--- config.mk ---
export PLATFORM = sky130hd
export DESIGN_NAME = axis_rr_packet_arbiter
export DESIGN_NICKNAME = d
export VERILOG_FILES = /design/src/rtl/axis_arb_pkg.sv /design/src/rtl/axis_skid_buf.sv /design/src/rtl/axis_rr_packet_arbiter.sv
export SDC_FILE = /design/constraint.sdc
export NUM_CORES = 1
export LEC_CHECK = 0
export BUFFER_PORTS_ARGS = -buffer_cell sky130_fd_sc_hd__buf_2
export CORE_MARGIN = 2
export CORE_UTILIZATION = 50
export CTS_CLUSTER_DIAMETER = 60
export DETAILED_ROUTE_END_ITERATION = 8
export GPL_TIMING_DRIVEN = 0
export PLACE_DENSITY_LB_ADDON = 0.3
export SLEW_MARGIN = 10
export SYNTH_ARGS = -nofsm -noshare
export SYNTH_HDL_FRONTEND = slang
export SYNTH_SLANG_ARGS = --single-unit
--- constraint.sdc ---
create_clock -name clk -period 6.6 [get_ports clk]
set_input_delay 0.33 -clock clk [delete_from_list [all_inputs] [get_ports clk]]
set_output_delay 0.33 -clock clk [all_outputs]
set_load 0.1 [all_outputs]
--- src/rtl/axis_arb_pkg.sv ---
// Shared types and helpers for the AXI-Stream round-robin packet arbiter.
// Defines the arbiter state encoding, the select-width helper and the round-robin search.
package axis_arb_pkg;

    typedef enum logic {
        ARB_IDLE   = 1'b0,
        ARB_LOCKED = 1'b1
    } arb_state_t;

    // Upper bound on the number of requesters that next_rr can search.
    localparam int MAX_N = 32;

    function automatic int sel_width(input int n);
        return ($clog2(n) > 0) ? $clog2(n) : 1;
    endfunction

    // First requester at or after ptr, wrapping modulo n; returns ptr when nobody requests.
    function automatic int next_rr(input int ptr, input logic [MAX_N-1:0] req, input int n);
        int idx;
        int res;
        res = ptr;
        // Walk offsets from the far end down so that the smallest offset wins.
        for (int k = MAX_N - 1; k >= 0; k--) begin
            if (k < n) begin
                idx = ptr + k;
                if (idx >= n) begin
                    idx = idx - n;
                end
                if (req[idx]) begin
                    res = idx;
                end
            end
        end
        return res;
    endfunction

endpackage

--- src/rtl/axis_skid_buf.sv ---
// Two-entry fully registered valid/ready buffer; both ready and data leave from flops.
// Entries are delivered strictly in arrival order from the head register.
module axis_skid_buf #(
    parameter int W = 8
) (
    input  logic         clk,
    input  logic         rst_n,
    input  logic         s_valid_i,
    output logic         s_ready_o,
    input  logic [W-1:0] s_data_i,
    output logic         m_valid_o,
    input  logic         m_ready_i,
    output logic [W-1:0] m_data_o
);

    logic [W-1:0] head_q, head_d;
    logic [W-1:0] tail_q, tail_d;
    logic [1:0]   count_q, count_d;
    logic         push;
    logic         pop;

    assign s_ready_o = (count_q != 2'd2);
    assign m_valid_o = (count_q != 2'd0);
    assign m_data_o  = head_q;

    assign push = s_valid_i & s_ready_o;
    assign pop  = m_valid_o & m_ready_i;

    always_comb begin
        head_d  = head_q;
        tail_d  = tail_q;
        count_d = count_q;
        case ({push, pop})
            2'b10: begin
                if (count_q == 2'd0) begin
                    head_d = s_data_i;
                end else begin
                    tail_d = s_data_i;
                end
                count_d = count_q + 2'd1;
            end
            2'b01: begin
                if (count_q == 2'd2) begin
                    head_d = tail_q;
                end
                count_d = count_q - 2'd1;
            end
            2'b11: begin
                // Occupancy is unchanged; the queue just shifts by one entry.
                if (count_q == 2'd2) begin
                    head_d = tail_q;
                    tail_d = s_data_i;
                end else begin
                    head_d = s_data_i;
                end
            end
            default: begin
            end
        endcase
    end

    always_ff @(posedge clk or negedge rst_n) begin
        if (!rst_n) begin
            head_q  <= '0;
            tail_q  <= '0;
            count_q <= 2'd0;
        end else begin
            head_q  <= head_d;
            tail_q  <= tail_d;
            count_q <= count_d;
        end
    end

endmodule

--- src/rtl/axis_rr_packet_arbiter.sv ---
// N-input AXI-Stream round-robin arbiter that holds each grant for a whole packet.
// The merged stream leaves through a two-entry registered buffer tagged with the source index.
module axis_rr_packet_arbiter
    import axis_arb_pkg::*;
#(
    parameter int   N_IN   = 5,
    parameter int   DATA_W = 32,
    localparam int  SEL_W  = sel_width(N_IN)
) (
    input  logic                   clk,
    input  logic                   rst_n,
    input  logic [N_IN*DATA_W-1:0] in_tdata,
    input  logic [N_IN-1:0]        in_tvalid,
    input  logic [N_IN-1:0]        in_tlast,
    output logic [N_IN-1:0]        in_tready,
    output logic [DATA_W-1:0]      out_tdata,
    output logic                   out_tlast,
    output logic [SEL_W-1:0]       out_tid,
    output logic                   out_tvalid,
    input  logic                   out_tready
);

    localparam int SKID_W = DATA_W + 1 + SEL_W;

    arb_state_t        state_q, state_d;
    logic [SEL_W-1:0]  ptr_q, ptr_d;
    logic [SEL_W-1:0]  grant_q, grant_d;

    logic [DATA_W-1:0] in_data_arr [N_IN];
    logic [DATA_W-1:0] sel_data;
    logic              sel_valid;
    logic              sel_last;
    logic              locked;
    logic              accept;
    logic              skid_ready;
    logic [SKID_W-1:0] skid_in;
    logic [SKID_W-1:0] skid_out;

    generate
        for (genvar gi = 0; gi < N_IN; gi++) begin : g_unpack
            assign in_data_arr[gi] = in_tdata[gi*DATA_W +: DATA_W];
        end
    endgenerate

    // Mux of the granted input, written as a compare loop so any N_IN works.
    always_comb begin
        sel_data  = '0;
        sel_valid = 1'b0;
        sel_last  = 1'b0;
        for (int i = 0; i < N_IN; i++) begin
            if (grant_q == SEL_W'(i)) begin
                sel_data  = in_data_arr[i];
                sel_valid = in_tvalid[i];
                sel_last  = in_tlast[i];
            end
        end
    end

    assign locked = (state_q == ARB_LOCKED);
    assign accept = locked & sel_valid & skid_ready;

    always_ff @(posedge clk or negedge rst_n) begin
        if (!rst_n) begin
            state_q <= ARB_IDLE;
            ptr_q   <= '0;
            grant_q <= '0;
        end else begin
            state_q <= state_d;
            ptr_q   <= ptr_d;
            grant_q <= grant_d;
        end
    end

    always_comb begin
        state_d = state_q;
        ptr_d   = ptr_q;
        grant_d = grant_q;
        case (state_q)
            ARB_IDLE: begin
                if (|in_tvalid) begin
                    grant_d = SEL_W'(next_rr(int'(ptr_q), MAX_N'(in_tvalid), N_IN));
                    state_d = ARB_LOCKED;
                end
            end
            ARB_LOCKED: begin
                // Only the tlast beat releases the grant; mid-packet stalls keep it.
                if (accept && sel_last) begin
                    state_d = ARB_IDLE;
                    ptr_d   = (grant_q == SEL_W'(N_IN - 1)) ? '0 : grant_q + SEL_W'(1);
                end
            end
            default: begin
                state_d = ARB_IDLE;
            end
        endcase
    end

    always_comb begin
        in_tready = '0;
        for (int i = 0; i < N_IN; i++) begin
            if (locked && (grant_q == SEL_W'(i))) begin
                in_tready[i] = skid_ready;
            end
        end
    end

    assign skid_in = {sel_data, sel_last, grant_q};

    axis_skid_buf #(
        .W (SKID_W)
    ) u_skid (
        .clk       (clk),
        .rst_n     (rst_n),
        .s_valid_i (accept),
        .s_ready_o (skid_ready),
        .s_data_i  (skid_in),
        .m_valid_o (out_tvalid),
        .m_ready_i (out_tready),
        .m_data_o  (skid_out)
    );

    assign {out_tdata, out_tlast, out_tid} = skid_out;

endmodule

# --- After elaboration in Yosys (flattened, before gate mapping) ---
# Cells that the tools add are included.
word_totals:
  reg_bits: 81
  out_inout_bits: 42
  wordCells: 130
classes:
  addsub: 12
  order_cmp: 10
  n_eq_ne: 13
  mux: 67
  bitwise: 5
  n_reduce_logical: 17
op_table:
  columns: ["cell", "n"]
  rows:
  - ["$mux W32", 20]
  - ["$mux W36", 5]
  - ["$lt A32 B7 Y1 const B", 5]
  - ["$pmux W36 S3", 1]
  - ["$pmux W36 S2", 1]
  - ["$mux W1", 27]
  - ["$bmux W1 S5", 5]
  - ["$sub A4 B3 Y5 const B", 4]
  - ["$mux W3", 6]
  - ["$ge A4 B3 Y1 const B", 4]
  - ["$add A3 B2 Y4 const B", 2]
  - ["$eq A2 B2 Y1 const B", 3]
  - ["$eq A3 B2 Y1 const B", 2]
  - ["$logic_and A1 B1 Y1", 6]
  - ["$ne A2 B1 Y1 const B", 3]
  - ["$reduce_and A3 Y1", 2]
  - ["$reduce_bool A2 Y1", 3]
  - ["$reduce_or A5 Y1", 1]
  - ["$add A3 B1 Y4 const B", 1]
  - ["$add A3 B3 Y4 const B", 1]
  - ["$and A1 B1 Y1", 4]
  - ["$ne A2 B2 Y1 const B", 2]
  - ["$pmux W2 S2", 1]
  - ["$reduce_and A2 Y1", 2]
  - ["other kinds (13)", 13]

# --- Depth between registers and ports, before layout ---
# Gate-level depths: netlist (run 1).
logic_depth:
  depth_word: 13
  depth_mapped: 14

# --- Modules after synthesis ---
# Synthesis (run 1) repeated with hierarchy kept, for this count alone.
unflattened:
  hier_cells: 676
  hier_area_um2: 6254.7
modules_own_cells:
  columns: ["module", "instances", "cells_per_inst", "area_per_inst_um2", "seq_area_each_um2"]
  rows:
  - ["axis_skid_buf", 1, 220, 3271.9, 1851.8]
  - ["axis_rr_packet_arbiter", 1, 456, 2982.9, 175.2]

# --- Worst setup path before layout (run 1) ---
# Ideal clock, no wire load.
synth_timing:
  kind: "reg-to-reg"
  start: "reg ptr_q[0]"
  end: "reg grant_q[1]"
  setup_time_ns: 0.082
  arrival_time_ns: 3.038
  path_slack_ns: 3.479
  path_stages_with_launch: 15
  path_buffers: 3
  synth_period_minus_slack_ns: 3.121
  cell_sequence: "dfrtp_1 -> buf_4 -> buf_2 -> inv_2 -> ha_1 -> ha_1 -> buf_2 -> a211oi_1 -> o22ai_1 -> a221oi_1 -> o31ai_1 -> nor2b_1 -> o211a_1 -> o311a_1 -> o22ai_2"
synth_via:
  elab_chain_cells: 13
synth_lines:
  columns: ["item", "line_no", "text"]
  rows:
  - ["start, declared", "axis_rr_packet_arbiter.sv:26", "logic [SEL_W-1:0] ptr_q, ptr_d;"]
  - ["start signal, assigned", "axis_rr_packet_arbiter.sv:69", "ptr_q <= ptr_d;"]
  - ["$add A3 B3 Y4", "axis_arb_pkg.sv:25", "idx = ptr + k;"]
  - ["$sub A4 B3 Y5 / $ge A4 B3 Y1 (equally long branches)", "axis_arb_pkg.sv:27, axis_arb_pkg.sv:26", null]
  - ["$mux W32", "axis_arb_pkg.sv:26", "if (idx >= n) begin"]
  - ["$mux W32", "axis_rr_packet_arbiter.sv:80", "if (|in_tvalid) begin"]
  - ["$mux W32", "axis_rr_packet_arbiter.sv:78", "case (state_q)"]
  - ["$bmux W1 S5", "axis_arb_pkg.sv:29", "if (req[idx]) begin"]
  - ["$mux W1 (implied by the code) (2 in a row)", "axis_arb_pkg.sv:29", null]
  - ["$mux W3 (4 in a row)", "axis_arb_pkg.sv:29", null]
  - ["$mux W3 (*)", "axis_arb_pkg.sv:29", null]
  - ["end signal, assigned", "axis_rr_packet_arbiter.sv:70", "grant_q <= grant_d;"]
  - ["end, declared", "axis_rr_packet_arbiter.sv:27", "logic [SEL_W-1:0] grant_q, grant_d;"]
# Mark *: on every way between the ends. The rest lies on a longest branch, timed or not. The select of a mux whose other input is x is not followed.
# A chain may end at the register's enable or synchronous reset.

# --- Final worst setup path (run 1) ---
layout_timing:
  start: "reg grant_q[0]"
  end: "reg u_skid.head_q[6] (netlist: u_skid.m_data_o[6])"
layout_via:
  elab_chain_cells: 12
layout_lines:
  columns: ["item", "line_no", "text"]
  rows:
  - ["$logic_not A3 Y1", "axis_rr_packet_arbiter.sv:51", "if (grant_q == SEL_W'(i)) begin"]
  - ["$mux W1 (5 in a row)", "axis_rr_packet_arbiter.sv:51", null]
  - ["$and A1 B1 Y1 (2 in a row)", "axis_rr_packet_arbiter.sv:60", "assign accept = locked & sel_valid & skid_ready;"]
  - ["$and A1 B1 Y1", "axis_skid_buf.sv:26", "assign push = s_valid_i & s_ready_o;"]
  - ["$eq A2 B1 Y1 / $eq A2 B2 Y1 (equally long branches)", "axis_skid_buf.sv:33", "case ({push, pop})"]
  - ["$ne A2 B1 Y1 (no line) / $reduce_bool A3 Y1 (equally long branches)", null, null]
  - ["$reduce_and A3 Y1 (no line)", null, null]
  - ["end signal, assigned", "axis_skid_buf.sv:64", "head_q <= '0;"]
  - ["end signal, assigned", "axis_skid_buf.sv:68", "head_q <= head_d;"]
  - ["end, declared", "axis_skid_buf.sv:16", "logic [W-1:0] head_q, head_d;"]
# Several ways; a longest one is shown, not always the timed one. The select of a mux whose other input is x is not followed.

==> results.md, run 1 <==
* Per-cell routed wire length at 18.8 µm
* Achievable clock frequency at 0.235 GHz
* Horiz. Die Dim at 113 µm
* Finish-stage setup viols at 0
* Comb power frac at 70.9%
* Htree depth at 3
* Outcome: finished, final reports clean
* Internal power at 0.00213 W
* RSZ-0062 raised after global routing: no
* Slowest library cell on the worst path: nor2_1
* Period Utilization, post-route at ~65%
* Row count at 39
* Grt ovf at 0
* Relative slew slack at 43.9%
* CP Cell Sequence: inv_1 -> ha_1 -> nand2b_1 -> nor2_1 -> a221oi_1 -> o311ai_1 -> o2111ai_1 -> inv_1 -> ha_1 -> a21oi_1 -> nor2_1 -> clkbuf_1 -> a21oi_1 -> o21ai_0
* CTS sink cnt at 81
* Layout fillers at 1049
* Setup TNS at 0 ns
* WS Path Type: register to register
* Final Max Slew Viols at 0
* Crit path buf inv count at 3
* PortBufs at roughly 210
* Ys flop type: dfrtp_1
* Largest net degree at the start of global routing at 42
* 1st-pass router iterations at 6
* Synth Area in XOR/XNOR at 0.743%
* Total routed wirelength at 21500 µm
* Share of cells above drive strength 1 at 24.8%
* Sw Pwr at between 0.002 and 0.003 W
* CTS Buf Count at 9
* Core outline area at about 0.011 mm²
* First-pass GRT wire length at 33700 µm
* CTS max path bufs at 2
* Register area at 0.00203 mm²
* Reg clk slew, reported paths at 0.06 ns
* Synth cell types at 64
* Via count at 6939
* Flops & latches, synth at 81
* Most frequent cells in the layout: buf_2, nand2_1, o21ai_0
* Total power at 0.00493 W
* Post-Synth Simple-Gate Area at roughly a fifth
* Syn Std Cell Area at 0.00589 mm²
* CP Max Fanout at 10
* Initial DRC Count at 513
* DRT antenna net count at 0
* Final Hold Vio Count at 0
* Switch share at between 50% and 60%
* Die height at ~110 µm
* Final min period at 4.26 ns
* Root Driver: clkbuf_16
* Syn Inst Count at 768
* Nets at 1191
* Hold_buf cts at 1
* Clock Latency Late Sink at about 0.33 ns
* Mean Syn Cell Area at 7.67 µm²
* Area grow syn2layout at 27.6%
* Max-Cap Viols at 0
* Commonest non-fill, non-tap cell in the layout: buf_2
* Asr flop ratio synth at 100%
* Post-synthesis sequential area ratio at 34.4%
* Worst-Margin Slew at roughly 0.84 ns
* Synth Area in Adders at 5.44%
* Post-Syn Nets at between 900 and 1000
* P_leak at 3.50 nW
* Setup crit start kind: register
* Post-synthesis compound-gate area fraction at 32.7%
* Clk network pwr share at 12.0%
* Critical Path Max Stage Delay at 0.65 ns
* Power density over cell area at 655 mW/mm²
* Post-synth EDFFs at 0
* HPWL after DPL at around 16000 µm
* Area of the multi-input gates at 0.00354 mm²
* Starting Density at 51.4%
* DRC at 0
* Crit path required time at 6.83 ns
* Final std cells w/o fill at 1141
* Dpl cells at 1124
* Ys Warns at 0
* IO Pins at 215
* Ant. Diodes at 0
* Post-CTS Repair Setup Buffers at 0
* CTS tree: built
* CP Capture Type: register
* Setup WS post-layout at 2.34 ns
* Largest family of logic cells by synthesized area: compound AO/OA/AOI/OAI gates
* Die area at 0.0127 mm²
* Flop pwr share at 17.1%
* Peak VDD IR at 0.000387 V
* GRT Overall Usage at approximately a third
* Pre-CTS worst setup slack at between 2 and 2.5 ns
* Clock skew at 0.00885 ns
* Vias in the first global route at 6580
* Worst hold path type: input pin to register
* Mux cell area share after synthesis at 1.23%
* GPL Wtd Cong at a little under 1
* Vias per Instance at roughly 6
* Delay-heaviest family, CP: simple AND/OR/NAND/NOR gates
* CP arrival at 4.49 ns
* Initial antenna violation count at 0
* PostCTS Resize Cnt at 0
-- Yosys cell counts (all sizes together) (10+ instances only) --
| cell | count | share of area (%) |
|---|---|---|
| a21oi | 49 | 4.2 |
| o311ai | 36 | 5.5 |
| a221oi | 36 | 5.4 |
| o21ai | 118 | 10 |
| nand2 | 127 | 8.1 |
| nand2b | 10 | 1.1 |
| buf | 11 | 1.1 |
| dfrtp | 81 | 34 |
| inv | 18 | 1.1 |
| nor2 | 92 | 5.9 |
| ha | 24 | 5.1 |
| clkbuf | 51 | 3.2 |
-- metrics by stage --
step | util, % | hold WS, ns | area (µm²)
final | 65.6 | 0.360 | 7520
after floorplan | - | 0.0344 | 5890
after CTS | 65.6 | 0.357 | 7520
after detailed placement | 62.4 | 0.346 | 7150
after global routing | 65.6 | 0.380 | 7520
after global placement | 62.2 | 0.456 | 7130
-- tightest hold or removal path: cells and delay by family --
kind | cells | cell delay [ns]
AOI/OAI and AO/OA | 2 | 0.24
buffers and inverters | 1 | 0.08
-- path summary, 6_finish.rpt --
path	start	to	slack [ns]	cells past startpoint
worst min-delay path	in_tdata[138]	u_skid.tail_q[14]	0.36	3
worst max-delay path	grant_q[0]	u_skid.m_data_o[6]	2.34	14
min in group asynchronous	rst_n	u_skid.m_data_o[4]	0.53	2
worst min register to register	u_skid.m_data_o[0]	u_skid.m_data_o[0]	0.48	2
max in group asynchronous	rst_n	grant_q[2]	5.44	3
worst max register to register	grant_q[0]	u_skid.m_data_o[6]	2.34	14
-- per-layer routing --
metal  global-route usage [%]  wire (µm)  share of wire [%]
met3                     6.21       1930                9.0
met2                     56.9      10500                 49
met4                     10.7        601                2.8
met1                     42.9       8520                 40
met5                        0          0                  0
-- flip-flops by register name (all words and copies together), names as in the netlist --
register / cells
grant_q: 3
locked: 1
ptr_q: 3
u_skid.count_q: 2
u_skid.m_data_o: 36
u_skid.tail_q: 36
-- power by group through the flow --
stage / Sequential, W / Combinational (W) / Clock (W)
after global placement: 0.000836 / 0.00337 / 0
after global routing: 0.000866 / 0.00381 / 0.000616
final: 0.000844 / 0.00349 / 0.000591
after CTS: 0.000841 / 0.00344 / 0.000593
after detailed placement: 0.000847 / 0.00341 / 0
after floorplan: 0.00133 / 0.00208 / 0
-- cell type report --
type / count / share of cell area (%)
plain buffers: 62 / 3.38
clock buffers: 12 / 3.41
clock inverters: 4 / 1.31
inverters: 18 / 0.899
multi-input cells: 607 / 47.1
flip-flops and latches: 81 / 27.0
well taps: 143 / 2.38
repair buffers: 214 / 14.5
-- cells by family after synthesis --
kind of cell	count (synthesis)
xor+xnor	5
flops	81
buf+inv	80
compound gates	296
simple gates	274
mux	7
fa+ha+maj	25
(Power assumes the default switching activity.)
==> run 2: changes to the inputs <==
ABC_AREA = 1   (was not set)
clock period = 4.3 ns   (was 6.6 ns; I/O delays follow)
==> results.md, run 2 <==
* Outcome: finished, final reports clean
* Final std cells w/o fill at 1345 (+18%)
* PortBufs at 214 (+0.94%)
* Period Utilization, post-route at 91.4% (+27 points)
* CTS tree: built
* GRT Overall Usage at 31.8% (-1.6 points)
* Relative slew slack at 53.0% (+9.1 points)
* Ant. Diodes at 0 (unchanged)
* Finish-stage setup viols at 0 (unchanged)
* Core outline area at 0.0126 mm² (+9.6%)
* Top cells by area, synth: dfrtp_1, nand2_1, nand3_1
* Mean Syn Cell Area at 6.78 µm² (-12%)
* RSZ-0062 raised after global routing: no
* Critical Path Max Stage Delay at 0.46 ns (-0.19 ns)
* Vias per Instance at 5.55 (-8.7%)
* Die area at 0.0137 mm² (+8.1%)
* Design Area, Final at 0.00805 mm² (+7.1%)
* Synth area leader: dfrtp_1
* Via count at 7469 (+7.6%)
* Most frequent cells in the layout: nand2_1, buf_2, inv_1
* Syn Std Cell Area at 0.00639 mm² (+8.4%)
* Per-cell routed wire length at 16.3 µm (-13%)
* Post-Syn Nets at 1140 (+18%)
* Flops & latches, synth at 81 (unchanged)
* Top-count cell post-synth: nand2_1
* Most Frequent Cell on Critical Path: inv_1
* Setup TNS at 0 ns (unchanged)
* CP Cell Sequence: inv_2 -> clkbuf_1 -> ha_2 -> clkinvlp_4 -> o21ai_0 -> o21ai_1 -> nor2_2 -> inv_1 -> ha_1 -> inv_1 -> nor2_1 -> nor3_2 -> clkbuf_1 -> o21ai_0 -> inv_1 -> a2bb2oi_1
* Commonest non-fill, non-tap cell in the layout: nand2_1
* DRC at 0 (unchanged)
* CP arrival at 4.15 ns (-0.34 ns)
* CTS sink cnt at 81 (unchanged)
* Worst hold path type: input pin to register
* Row count at 41 (+5.1%)
* CTS max path bufs at 2 (unchanged)
* Placed cell area at 0.00770 mm² (+7.7%)
* Initial antenna violation count at 0 (unchanged)
* Worst-Margin Slew at 0.705 ns (-0.133 ns)
* Vias in the first global route at 6831 (+3.8%)
* Max-Cap Viols at 0 (unchanged)
* CTS Buf Count at 9 (unchanged)
* Largest net degree at the start of global routing at 66 (+57%)
* HPWL after DPL at 16600 µm (+2.7%)
* Slowest library cell on the worst path: ha_2
* Root Driver: clkbuf_16
* Share of cells above drive strength 1 at 24.7% (-0.13 points)
* DRT antenna net count at 0 (unchanged)
* Nets at 1366 (+15%)
* Initial DRC Count at 613 (+19%)
* Clock Latency Late Sink at 0.34 ns (about the same)
* Final hold slack at 0.263 ns (-0.0965 ns)
* IO Pins at 215 (unchanged)
* Delay-heaviest family, CP: buffers and inverters
* CP Max Fanout at 10 (unchanged)
* Ys flop type: dfrtp_1
* Clock skew at 0.00904 ns (+0.000193 ns)
* Synth cell types at 42 (-34%)
* Total routed wirelength at 22000 µm (+2.1%)
* Post-synth EDFFs at 0 (unchanged)
* Crit path buf inv count at 7 (+4)
* First-pass GRT wire length at 33900 µm (+0.51%)
* Final Hold Vio Count at 0 (unchanged)
* Final Max Slew Viols at 0 (unchanged)
* Achievable clock frequency at 0.255 GHz (+8.4%)
* GPL Wtd Cong at 0.932 (-4.2%)
* Ys Warns at 0 (unchanged)
* Grt ovf at 0 (unchanged)
* CP Capture Type: register
* WS Path Type: register to register
* Syn Inst Count at 942 (+23%)
* Top post-synthesis cells by count: nand2_1, inv_1, nand3_1
* Post-CTS Repair Setup Buffers at 0 (unchanged)
* 1st-pass router iterations at 6 (unchanged)
* Area grow syn2layout at 26.1%
* Reg clk slew, reported paths at 0.06 ns (about the same)
* Final min period at 3.93 ns (-0.332 ns)
* Setup crit start kind: register
* Die height at 117 µm (+4.0%)
* Dpl cells at 1329 (+18%)
* Asr flop ratio synth at 100% (unchanged)
* Horiz. Die Dim at 117 µm (+4.0%)
* Area share of the largest cell type after synthesis at 31.7% (-2.7 points)
* Crit path required time at 4.52 ns (-2.31 ns)
* Starting Density at 50.8% (-0.57 points)
* Post-synthesis sequential area ratio at 31.7% (-2.7 points)
* Htree depth at 3 (unchanged)
-- run 2: cell types whose count changed in the layout (fill, tap and decap cells not counted), moves of 36 or more --
cell	previous run	this run
a221oi_1	36	0
nand2_1	126	254
a21oi_1	49	10
inv_1	16	113
nand3_1	7	106
nor2_1	92	53
-- run 2: repair_timing --
action | in CTS | in global routing
setup endpoints to repair | 0 | 64
resized for setup | 0 | 2
hold buffers | 1 | 0
endpoints found under the hold margin | 16 | 0
-- run 2: kinds of logic (layout without fill, tap and decap cells) --
family / Yosys count / after routing / synth area share, %
xor gates and xnor gates: 3 / 3 / 0.529
buffers and inverters: 177 / 408 / 11.1
AOI/OAI and AO/OA: 209 / 209 / 21.0
adders and majority gates: 25 / 25 / 5.02
DFF: 81 / 81 / 31.7
and+or+nand+nor: 447 / 447 / 30.7
-- run 2: layout make-up --
class,count,area (µm²)
fill,1190,4520
multi-input combinational,684,3650
timing repair buffer,216,1110
inverter,122,464
clock buffer,11,233
buffer,54,243
sequential,81,2030
clock inverter,5,104
tap,172,215
-- run 2: final timing paths --
kind                          startpoint                   to  slack (ns)  depth (start not counted)
setup / recovery              grant_q[2]  u_skid.m_data_o[23]        0.37                         16
hold / removal             in_tdata[159]  u_skid.m_data_o[35]        0.26                          5
setup reg to reg              grant_q[2]  u_skid.m_data_o[23]        0.37                         16
hold reg to reg                   locked               locked        0.48                          2
max in group asynchronous          rst_n     u_skid.tail_q[3]        3.41                          3
min in group asynchronous          rst_n    u_skid.tail_q[15]        0.30                          2
-- run 2: stage by stage --
stage / utilization, % / setup WS [ns]
after CTS: 64.0 / 0.0445
after detailed placement: 61.3 / 0.0184
after global placement: 61.0 / 0.113
final: 64.1 / 0.371
after floorplan: - / 1.17
after global routing: 64.1 / 0.160
-- run 2: worst register-to-register path, cell delays in order (launching register included) --
cell	delay [ns]
dfrtp_1	0.43
inv_2	0.19
clkbuf_1	0.45
ha_2	0.46
clkinvlp_4	0.30
o21ai_0	0.22
o21ai_1	0.10
nor2_2	0.18
inv_1	0.09
ha_1	0.24
inv_1	0.08
nor2_1	0.06
nor3_2	0.28
clkbuf_1	0.40
o21ai_0	0.18
inv_1	0.08
a2bb2oi_1	0.06
-- run 2: metal layers --
metal  up-vias  GRT usage [%]  wire, µm
li1       3560              -         -
met1      3475           44.6      9270
met2       383           50.2     10100
met3        51           5.51      1980
met4         0           10.4       597
met5         -              0         0
Power of run 2 is left out: the tool's default activity adds up to more than one toggle a clock period on the data nets, which glitch-free logic cannot reach.
==> run 3: changes to the inputs <==
CORE_UTILIZATION = 47   (was 50)
clock period = 3.6 ns   (was 4.3 ns; I/O delays follow)
==> results.md, run 3 (same netlist as run 2, synthesis figures left out) <==
* Worst reg-to-reg path cell count at 15 (-1)
* Row count at 42 (+2.4%)
* HPWL after DPL at 16700 µm (+0.75%)
* Root Driver: clkbuf_16
* Total routed wirelength at 22000 µm (about the same)
* Worst hold path type: input pin to register
* CP Capture Type: register
* FF-to-FF Start: grant_q[2]
* Clock Latency Late Sink at 0.34 ns (about the same)
* GPL Wtd Cong at 0.905 (-2.9%)
* Vias in the first global route at 6892 (+0.89%)
* CP arrival at 3.48 ns (-0.67 ns)
* Final std cells w/o fill at 1347 (+0.15%)
* CTS max path bufs at 2 (unchanged)
* Htree depth at 3 (unchanged)
* Pre-CTS worst setup slack at -0.707 ns (-0.726 ns)
* CP Max Fanout at 19 (+9)
* Final min period at 3.25 ns (-0.674 ns)
* Placed cell area at 0.00771 mm² (about the same)
* IO Pins at 215 (unchanged)
* Final Hold Vio Count at 0 (unchanged)
* Commonest non-fill, non-tap cell in the layout: nand2_1
* Worst-Margin Slew at 0.720 ns (+0.0149 ns)
* Design Area, Final at 0.00805 mm² (about the same)
* Reg clk slew, reported paths at 0.06 ns (about the same)
* Ant. Diodes at 0 (unchanged)
* Area grow syn2layout at 26.1% (about the same)
* Most frequent cells in the layout: nand2_1, buf_2, inv_1
* Initial antenna violation count at 1 (+1)
* Layout fillers at 1291 (+8.5%)
* Outcome: finished, final reports clean
* Max-Cap Viols at 0 (unchanged)
* Per-cell routed wire length at 16.3 µm (-0.14%)
* WS Path Type: register to register
* RSZ-0062 raised after global routing: no
* CTS Buf Count at 9 (unchanged)
* CTS sink cnt at 81 (unchanged)
* Initial DRC Count at 699 (+14%)
* Grt ovf at 0 (unchanged)
* Vias per Instance at 5.47 (-1.4%)
* Period Utilization, post-route at 90.4% (-0.95 points)
* Starting Density at 48.2% (-2.6 points)
* Crit. Startpoint: grant_q[2]
* Crit path required time at 3.82 ns (-0.70 ns)
* Largest net degree at the start of global routing at 64 (-3.0%)
* Finish-stage setup viols at 0 (unchanged)
* DRC at 0 (unchanged)
* Dpl cells at 1333 (+0.30%)
* CTS tree: built
* First-pass GRT wire length at 34700 µm (+2.4%)
* Nets at 1367 (+0.073%)
* Clock skew at 0.00892 ns (-0.000122 ns)
* Endpoint of the worst register-to-register path: u_skid.m_data_o[6]
* DRT antenna net count at 0 (unchanged)
* Horiz. Die Dim at 121 µm (+3.0%)
* Via count at 7374 (-1.3%)
* Final Max Slew Viols at 0 (unchanged)
* Setup crit start kind: register
* Core outline area at 0.0132 mm² (+5.4%)
* PortBufs at 214 (unchanged)
* 1st-pass router iterations at 5 (-1)
* Flop2flop setup slack at 0.35 ns (-0.03 ns)
* Relative slew slack at 52.0% (-0.99 points)
* Share of cells above drive strength 1 at 25.0% (+0.30 points)
* Die area at 0.0145 mm² (+6.2%)
* Setup WS post-layout at 0.345 ns (-0.0260 ns)
* Achievable clock frequency at 0.307 GHz (+21%)
* GRT Overall Usage at 30.2% (-1.5 points)
* Crit path to: u_skid.m_data_o[6]
* Die height at 121 µm (+3.0%)
-- run 3: cell count changes in the layout (fill, tap and decap cells not counted), sizes merged --
cell    delta
buf        +2
bufinv     -1
clkbuf     -2
clkinv     -1
-- run 3: metrics by stage --
step / TNS, ns / hold slack (ns) / utilization [%]
2_1_floorplan: 0 / -0.116 / -
6_report: 0 / 0.230 / 60.8
4_1_cts: 0 / 0.229 / 60.6
3_5_place_dp: -38.95 / 0.0757 / 58.2
5_1_grt: 0 / 0.255 / 60.8
3_3_place_gp: -41.31 / 0.457 / 58.0
-- run 3: cell type report --
cell class                      instances  area (µm²)  share of cell area (%)
Tap cell                              176         220                    2.74
Buffer                                 53         241                    3.00
Sequential cell                        81        2030                    25.2
Timing Repair Buffer                  218        1130                    14.0
Clock inverter                          3        67.6                   0.839
Inverter                              122         464                    5.77
Multi-Input combinational cell        684        3660                    45.5
Clock buffer                           10         239                    2.97
-- run 3: per-layer routing --
layer	track usage, %	up-vias	wire length [µm]
met5	0	-	0
met4	10.3	0	549
met3	5.80	42	1870
met2	48.7	384	10400
met1	40.8	3379	9170
li1	-	3569	-
-- run 3: how the worst min path moves through the flow --
stage | from | end | cells past startpoint
global placement | locked | locked | 2
floorplan | rst_n | grant_q[0] | 0
global route | in_tdata[128] | u_skid.m_data_o[4] | 5
CTS | in_tdata[114] | u_skid.m_data_o[22] | 5
finish | in_tdata[114] | u_skid.m_data_o[22] | 5
detailed placement | rst_n | u_skid.m_data_o[4] | 1
-- run 3: critical path: stages (launching register included) --
cell	delay, ns
dfrtp_1	0.44
inv_4	0.25
ha_4	0.27
clkinv_2	0.19
o21ai_0	0.22
o21ai_1	0.10
nor2_2	0.19
inv_1	0.11
ha_1	0.24
inv_1	0.08
nor2_1	0.05
nor3_2	0.29
clkbuf_1	0.38
o21ai_0	0.17
inv_1	0.09
a2bb2oi_1	0.06
-- run 3: what timing repair did --
| item | CTS | global route |
|---|---|---|
| pin swaps | 0 | 1 |
| setup buffers | 0 | 2 |
| hold buffers | 1 | 0 |
| gates resized for setup | 2 | 7 |
| setup endpoints to repair | 74 | 36 |
| hold endpoints to repair | 18 | 0 |
Power of run 3 is left out for the same reason.
